--- src/rtl/systolic_ctrl.sv ---
// systolic_ctrl: sequencer for a ROWS x COLS weight-stationary bf16 systolic array.
// It loads the array weights one row at a time. It then streams m_len activation
// vectors from a sync-read buffer into the west edge, skewing lane r by r cycles.
// Idle lanes are gated to bf16 +0. It flags valid bottom-edge results per column
// and pulses done once the last column has drained.
//
// Ports:
//   clk, reset          clock, synchronous active-high reset
//   start, skip_wload   job request (sampled in IDLE), reuse resident weights
//   m_len               number of activation vectors (saturates to M_MAX)
//   busy, done          job in progress / one-cycle completion pulse
//   w_rd_en, w_rd_addr  weight buffer read port (one array row per read)
//   o_load              one-hot per-row PE weight load enable
//   a_rd_en, a_rd_addr  activation buffer read port
//   a_rd_data           activation read data, valid the cycle after a_rd_en
//   west_data           skewed activations, lane r = bits [16r+15:16r]
//   out_valid           bottom-edge result of column c is valid
module systolic_ctrl #(
    parameter int ROWS  = 4,
    parameter int COLS  = 4,
    parameter int M_MAX = 256,
    parameter int MW    = $clog2(M_MAX + 1),
    parameter int WAW   = (ROWS > 1) ? $clog2(ROWS) : 1
) (
    input  logic                 clk,
    input  logic                 reset,
    input  logic                 start,
    input  logic                 skip_wload,
    input  logic [MW-1:0]        m_len,
    output logic                 busy,
    output logic                 done,
    output logic                 w_rd_en,
    output logic [WAW-1:0]       w_rd_addr,
    output logic [ROWS-1:0]      o_load,
    output logic                 a_rd_en,
    output logic [MW-1:0]        a_rd_addr,
    input  logic [ROWS*16-1:0]   a_rd_data,
    output logic [ROWS*16-1:0]   west_data,
    output logic [COLS-1:0]      out_valid
);

    localparam int NV = ROWS + COLS;

    typedef enum logic [2:0] {
        S_IDLE, S_LOAD_W, S_LOAD_TAIL, S_STREAM, S_DRAIN, S_DONE
    } state_t;

    state_t            state, state_nxt;
    logic [MW-1:0]     m_len_q;
    logic              ld_vld_p1;
    logic [WAW-1:0]    ld_row_p1;
    // vld_p[k] = a_rd_en delayed k+1 cycles; lanes use [0..ROWS-1], columns the rest.
    logic [NV-1:0]     vld_p;

    function automatic logic [MW-1:0] sat_len(input logic [MW-1:0] len);
        if (len > MW'(M_MAX)) return MW'(M_MAX);
        return len;
    endfunction

    always_ff @(posedge clk) begin
        if (reset) state <= S_IDLE;
        else       state <= state_nxt;
    end

    always_comb begin
        state_nxt = state;
        case (state)
            S_IDLE: begin
                if (start) begin
                    if (!skip_wload)                state_nxt = S_LOAD_W;
                    else if (sat_len(m_len) != '0)  state_nxt = S_STREAM;
                    else                            state_nxt = S_DONE;
                end
            end
            S_LOAD_W:    if (w_rd_addr == WAW'(ROWS - 1)) state_nxt = S_LOAD_TAIL;
            S_LOAD_TAIL: state_nxt = (m_len_q != '0) ? S_STREAM : S_DONE;
            S_STREAM:    if (a_rd_addr == m_len_q - MW'(1)) state_nxt = S_DRAIN;
            // Last column's valid pulse is on its final cycle when the stage before it is empty.
            S_DRAIN:     if (vld_p[NV-1] && !vld_p[NV-2]) state_nxt = S_DONE;
            S_DONE:      state_nxt = S_IDLE;
            default:     state_nxt = S_IDLE;
        endcase
    end

    always_comb begin
        busy    = (state != S_IDLE);
        done    = (state == S_DONE);
        w_rd_en = (state == S_LOAD_W);
        a_rd_en = (state == S_STREAM);
    end

    // Job length and read address counters; addresses rest at 0 outside their phase.
    always_ff @(posedge clk) begin
        if (reset) begin
            m_len_q   <= '0;
            w_rd_addr <= '0;
            a_rd_addr <= '0;
            ld_vld_p1 <= 1'b0;
            ld_row_p1 <= '0;
            vld_p     <= '0;
        end else begin
            if (state == S_IDLE && start) m_len_q <= sat_len(m_len);
            w_rd_addr <= (w_rd_en && state_nxt == S_LOAD_W) ? w_rd_addr + WAW'(1) : '0;
            a_rd_addr <= (a_rd_en && state_nxt == S_STREAM) ? a_rd_addr + MW'(1) : '0;
            ld_vld_p1 <= w_rd_en;
            ld_row_p1 <= w_rd_addr;
            vld_p     <= {vld_p[NV-2:0], a_rd_en};
        end
    end

    // Weight row data arrives one cycle after its read, so the load strobe lags the address.
    always_comb begin
        o_load = '0;
        if (ld_vld_p1) o_load[ld_row_p1] = 1'b1;
    end

    assign out_valid = vld_p[ROWS +: COLS];

    // Lane 0 passes straight through; lane r sits behind r data registers.
    assign west_data[15:0] = vld_p[0] ? a_rd_data[15:0] : 16'h0000;

    for (genvar r = 1; r < ROWS; r++) begin : g_skew
        logic [15:0] dl_p [0:r-1];

        always_ff @(posedge clk) begin
            dl_p[0] <= a_rd_data[16*r +: 16];
            for (int k = 1; k < r; k++) dl_p[k] <= dl_p[k-1];
        end

        assign west_data[16*r +: 16] = vld_p[r] ? dl_p[r-1] : 16'h0000;
    end

endmodule

--- config.mk ---
export PLATFORM = sky130hd
export DESIGN_NAME = systolic_ctrl
export DESIGN_NICKNAME = d
export VERILOG_FILES = /design/src/rtl/systolic_ctrl.sv
export SDC_FILE = /design/constraint.sdc
export NUM_CORES = 1
export LEC_CHECK = 0
export ABC_AREA = 1
export CAP_MARGIN = 20
export CORE_MARGIN = 1.5
export CORE_UTILIZATION = 30
export CTS_BUF_LIST = sky130_fd_sc_hd__clkbuf_4 sky130_fd_sc_hd__clkbuf_8
export CTS_CLUSTER_SIZE = 25
export DETAILED_ROUTE_END_ITERATION = 10
export DONT_BUFFER_PORTS = 1
export PLACE_DENSITY = 0.41
export SETUP_SLACK_MARGIN = 0.5
export SYNTH_ARGS = -nofsm -noshare
export SYNTH_HDL_FRONTEND = slang
export SYNTH_SLANG_ARGS = --single-unit
export TNS_END_PERCENT = 10
--- constraint.sdc ---
create_clock -name clk -period 1.7 [get_ports clk]
set_input_delay 0.51 -clock clk [delete_from_list [all_inputs] [get_ports clk]]
set_output_delay 0.51 -clock clk [all_outputs]
set_load 0.05 [all_outputs]
==> flow_summary.ini, run 1 <==
[outcome]
outcome = finished, violations left
violations = setup timing

[cts]
clock-sinks = 130
cts_max_path_buffers = 2
numCtsBuffers = 17
holdBufCountCts = 0
tritoncts = built
htree_num_levels = 4
clkSlewWorstSetupHoldPaths_ns = 0.07
clockRootBuffer = clkbuf_8
clk_latency_ns = 0.42

[floorplan]
die_area_um2 = 14600
initial_utilization_pct = 31.2
io-pin-count = 164
die_w_um = 121
rows = 42
die_y_um = 121
core-area_um2 = 13400

[logic_synthesis]
synthesis.area_um2 = 4180
syn_inst = 481
syn-num-nets = 561
synth-xor-area-share_pct = 2.67
ys_types = 27
synth.most_common_cell = dfxtp_1
ys_seq_area_share_pct = 62.3
synth_top_cell_by_area = dfxtp_1
yosysTopAreaCellShare_pct = 62.3
synth_flop_cell = dfxtp_1
muxShareOfSynthArea_pct = 0
synth_edf_count = 0
syn_avg_cell_area_um2 = 8.69
synth_commonest_cells = dfxtp_1 (130), nand2_1 (111), inv_1 (108), nor2_1 (40), nand3_1 (17)
synthArstFlopShare_pct = 0
synth-simple-area-share_pct = 19.8
synth.area.top_cells = dfxtp_1 (62%), nand2_1 (10%), inv_1 (9.7%)
synth-adder-area-share_pct = 0.898
yosysWarnings = 0
synth_top_family_by_area = simple AND/OR/NAND/NOR gates
synth.ff_latch_count = 130
synth_compound_area_share_pct = 2.88

[sta]
layout_setup_ws_ns = -0.0445
clock.fmax_mhz = 573
hold_viol_final = 0
final.period_utilization_pct = 103
rsz0062_at_grt = true
setup_viol = 56
fin_hold_ws_ns = 0.107
relSlewSlack_pct = 72.3
tns_ns = -1.30
min_period_ns = 1.74
skew_ns = 0.0132
worstMarginPinSlew_ns = 0.412
drv_slew = 0

[critical_path]
path_max_fanout = 17
r2r_start = m_len_q[0]
critical_path_class = flop to output port
cp-endpoint = west_data[61]
crit_path_start_kind = flop
worst_ep_required_time_ns = 1.19
critPathArrivalTime_ns = 1.23
startpoint = vld_p[3]
r2r_end = a_rd_addr[3]
endpoint_kind = output port
ff2ff_setup_slack_ns = 0.14
reg2reg_depth = 11

[global_route]
grt_pass1_vias = 2928
grt_max_degree = 25
antenna_found_initial = 0
gr-total-overflow = 0
grt_pass1_wl_um = 14100
grt_use_total_pct = 12.7

[route]
drtIter0Drc = 89
ant_nets = 0
wl_um = 8840
first_pass_iters = 4
viasPerCell = 4.16
routedWlPerCell_um = 12.2
drc_errors = 0
num_vias = 3013

[final_layout]
drive_gt1_share_pct = 45.1
utilization_pct = 44.7
n_fill_cell = 1307
fin_nets = 616
area_delta_synth_final_pct = 43.5
design_area_um2 = 5990
n_antenna_cell = 0

[power_and_ir_drop]
p_per_area_nw_per_um2 = 1080
peakVddDrop_uv = 681
p_leak_nw = 2.41

[placement]
post_dp_cell_area_um2 = 5210
port_buffers = 0
gp_congestion = 0.763
place_hpwl_um = 6610

[hold_path]
hold_class = input pin to flop

[run]
cap_violations = 0
what timing repair did:
item,in CTS,in global routing
setup endpoints to repair,107,108
pin swaps,22,4
hold endpoints to repair,0,0
setup buffers,0,0
resized for setup,119,33
gates cloned,1,0
routing by layer:
layer,track usage [%],wire (um),up-vias
met3,6.06,937,12
met5,0,0,-
met4,5.96,155,0
met2,20.6,4270,118
li1,-,-,1520
met1,13.9,3480,1363
worst min path at each step:
| stage | from | slack (ns) | to | depth (start not counted) |
|---|---|---|---|---|
| floorplan | g_skew[2].dl_p[0][0] | 0.31 | g_skew[2].dl_p[0][16] | 0 |
| global placement | g_skew[3].dl_p[0][31] | 0.31 | g_skew[3].dl_p[0][47] | 0 |
| detailed placement | g_skew[2].dl_p[0][8] | 0.31 | g_skew[2].dl_p[0][24] | 0 |
| CTS | a_rd_data[46] | 0.06 | g_skew[2].dl_p[0][14] | 0 |
| global route | a_rd_data[49] | 0.07 | g_skew[3].dl_p[0][1] | 0 |
| finish | a_rd_data[31] | 0.11 | g_skew[1].dl_p[0][15] | 0 |
power breakdown:
| part | leakage, nW | switching, mW | internal, mW | total (mW) |
|---|---|---|---|---|
| Sequential | 1.10 | 0.0864 | 3.20 | 3.28 |
| Clock | 0.195 | 1.17 | 1.40 | 2.57 |
| Combinational | 1.11 | 0.409 | 0.238 | 0.647 |
stage by stage:
step / worst slack [ns] / instances / total power, mW
finish: -0.0445 / 724 / 6.50
CTS: -0.116 / 724 / 6.61
floorplan: 0.246 / 481 / 3.81
global placement: 0.141 / 692 / 3.96
global route: -0.119 / 724 / 6.82
detailed placement: 0.115 / 692 / 3.97
placed cells by master, fill, tap and decap left out, types with 2 or more instances in the layout:
master,count
nand3_1,16
buf_12,24
a211oi_1,3
buf_4,2
nor2_1,38
nand4_1,3
a21oi_1,9
inv_1,35
a22oi_1,3
clkinvlp_4,43
xor2_1,7
nor3_1,4
dfxtp_4,14
inv_4,8
ha_1,2
xnor2_1,3
dfxtp_2,13
nor2_2,6
inv_2,26
nand3_2,2
nand2_4,2
bufinv_16,2
buf_6,11
o21ai_0,5
nor3_4,6
dfxtp_1,103
clkinv_4,3
nor4_1,2
clkbuf_8,19
nand2_2,46
nand2_1,65
buf_8,14
kinds of logic after synthesis:
group	count (synthesis)
flip-flops	130
XOR/XNOR	11
AND/OR/NAND/NOR	193
AO/OA/AOI/OAI	21
buffers and inverters	123
adder cells (fa/ha/maj)	3
sequential cells by signal, summed over array words and instances, names as in the netlist:
| name | flops |
|---|---|
| ld_row_p1 | 2 |
| state | 3 |
| vld_p | 8 |
| w_rd_addr | 2 |
| ld_vld_p1 | 1 |
| m_len_q | 9 |
| a_rd_addr | 9 |
| g_skew.dl_p | 96 |
critical path, stage by stage, from the launching register on:
cell and delay (ns):
dfxtp_2 0.33, buf_12 0.15, nand2_2 0.09, clkinvlp_4 0.24
area by class of cell:
| type | count | area [um^2] | share of cell area, % |
|---|---|---|---|
| Clock inverter | 11 | 129 | 2.15 |
| Sequential cell | 130 | 2670 | 44.6 |
| Multi-Input combinational cell | 228 | 1300 | 21.7 |
| Tap cell | 176 | 220 | 3.67 |
| Inverter | 108 | 573 | 9.56 |
| Clock buffer | 20 | 269 | 4.49 |
| Timing Repair Buffer | 51 | 830 | 13.8 |
Note: power is estimated with default switching activity, not from simulation.
==> inputs of run 2 (changes only) <==
--- a/config.mk
+++ b/config.mk
@@ -13,7 +13,7 @@
 export CTS_CLUSTER_SIZE = 25
 export DETAILED_ROUTE_END_ITERATION = 10
 export DONT_BUFFER_PORTS = 1
-export PLACE_DENSITY = 0.41
+export PLACE_DENSITY = 0.4
 export SETUP_SLACK_MARGIN = 0.5
 export SYNTH_ARGS = -nofsm -noshare
 export SYNTH_HDL_FRONTEND = slang
==> constraint.sdc (replaced) <==
create_clock -name clk -period 2.2 [get_ports clk]
set_input_delay 0.66 -clock clk [delete_from_list [all_inputs] [get_ports clk]]
set_output_delay 0.66 -clock clk [all_outputs]
set_load 0.05 [all_outputs]
==> run 2 against run 1 <==
The flow now finishes without violations; core utilization decreased by 5.4 points; register-to-register slack improved by 0.25 ns; clock power decreased by 28%; wire length increased by 2.1%; highest routed layer unchanged; largest power group unchanged; non-clock buffer count decreased by 28; largest cell class unchanged; final cell count decreased by 3.9%; worst setup slack improved by 0.24 ns; design area decreased by 12%.
==> flow_summary.ini, run 2 (synthesized netlist as in run 1, its figures left out) <==
[global_route]
grt_pass1_vias = 2794
antenna_found_initial = 0
gr-total-overflow = 0
grt_pass1_wl_um = 13500
grt_max_degree = 25
grt_use_total_pct = 12.2

[power_and_ir_drop]
clkPwrFrac_pct = 38.3
p_per_area_nw_per_um2 = 912
swShare_pct = 26.6
p_leak_nw = 2.06
finalPower_mw = 4.81
p_int_mw = 3.53
p_comb_share_pct = 8.8
peakVddDrop_uv = 579
p_sw_mw = 1.28
power_frac_seq_pct = 52.9

[final_layout]
largest-register = g_skew.dl_p
fin_nets = 588
layout_common_cells = dfxtp_1 (123), nand2_1 (97), clkinvlp_4 (61), inv_1 (47), nor2_1 (40)
n_antenna_cell = 0
area_delta_synth_final_pct = 26.2
largest_register_ffs = 96
design_area_um2 = 5270
drive_gt1_share_pct = 29.2
final_common_cell = dfxtp_1
n_fill_cell = 1347
utilization_pct = 39.4
largest_registers = g_skew.dl_p x96, a_rd_addr x9, m_len_q x9
stdcell_count = 696

[cts]
htree_num_levels = 4
clock-sinks = 130
clockRootBuffer = clkbuf_8
clk_latency_ns = 0.43
clkSlewWorstSetupHoldPaths_ns = 0.08
numCtsBuffers = 17
cts_max_path_buffers = 2
holdBufCountCts = 0
tritoncts = built

[sta]
layout_setup_ws_ns = 0.193
drv_slew = 0
min_period_ns = 2.01
setup_viol = 0
clock.fmax_mhz = 498
fin_hold_ws_ns = 0.249
hold_viol_final = 0
skew_ns = 0.0108
tns_ns = 0
rsz0062_at_grt = true
final.period_utilization_pct = 91.2
worstMarginPinSlew_ns = 0.626
relSlewSlack_pct = 58.2

[floorplan]
die_w_um = 121
core-area_um2 = 13400
rows = 42
die_area_um2 = 14600
initial_utilization_pct = 31.2
die_y_um = 121
io-pin-count = 164

[placement]
post_dp_cell_area_um2 = 4490
place_worst_setup_slack_ns = 0.418
dp_cells = 658
gp_congestion = 0.763
port_buffers = 0
place_hpwl_um = 6390

[route]
num_vias = 2863
routedWlPerCell_um = 13.0
ant_nets = 0
viasPerCell = 4.11
first_pass_iters = 4
drc_errors = 0
wl_um = 9030
drtIter0Drc = 122

[critical_path]
critical_path_class = flop to output port
worst_ep_required_time_ns = 1.54
crit_path_start_kind = flop
critPathArrivalTime_ns = 1.35
reg2reg_depth = 12
r2r_start = m_len_q[0]
endpoint_kind = output port
path_max_fanout = 3
startpoint = ld_row_p1[0]

[run]
cap_violations = 0

[outcome]
outcome = complete, no violations

[hold_path]
hold_class = input pin to flop
worst_hold_startpoint = a_rd_data[48]
hold_depth = 0
==> run 2: cell types whose count changed in the layout (fill, tap and decap cells not counted), sizes merged <==
cell      previous run  this run
inv                 70        52
clkinv               4         6
buf                 51        22
clkinvlp            43        61
bufinv               2         1
==> run 2: routing by layer <==
metal	vias up	share of wire, %	GRT usage, %
li1	1465	-	-
met1	1279	41	12.8
met2	107	48	20.2
met3	12	9.0	5.87
met4	0	2.1	6.18
met5	-	0	0
==> run 2: layout make-up <==
type	instances	area (um^2)	area share (%)
multi-input cells	228	1230	23.3
clock buffers	19	255	4.84
clock inverters	12	110	2.09
flip-flops and latches	130	2620	49.8
repair buffers	23	211	4.01
well taps	176	220	4.18
inverters	108	622	11.8
==> run 2: timing repair <==
item,4_1_cts,5_1_grt
buffers inserted,3,3
hold endpoints to repair,0,0
cloned,0,1
setup endpoints to repair,96,98
gates resized for setup,60,52
pin swaps,2,3
==> run 2: path summary, 6_finish.rpt <==
kind	slack, ns	endpoint
worst max-delay path	0.19	o_load[1]
worst min-delay path	0.25	g_skew[3].dl_p[0][0]
worst max register to register	0.39	a_rd_addr[6]
worst min register to register	0.33	g_skew[3].dl_p[0][38]
==> run 2: power by group through the flow <==
stage          clock [mW]  sequential, mW  combinational, mW
3_3_place_gp            0            2.60              0.401
5_1_grt              2.02            2.56              0.470
3_5_place_dp            0            2.60              0.400
4_1_cts              1.92            2.54              0.418
6_report             1.84            2.54              0.423
2_1_floorplan           0            2.58              0.339
==> run 2: critical path: stages (launching register included) <==
cell	delay (ns)
dfxtp_4	0.38
inv_4	0.05
nor3_4	0.49
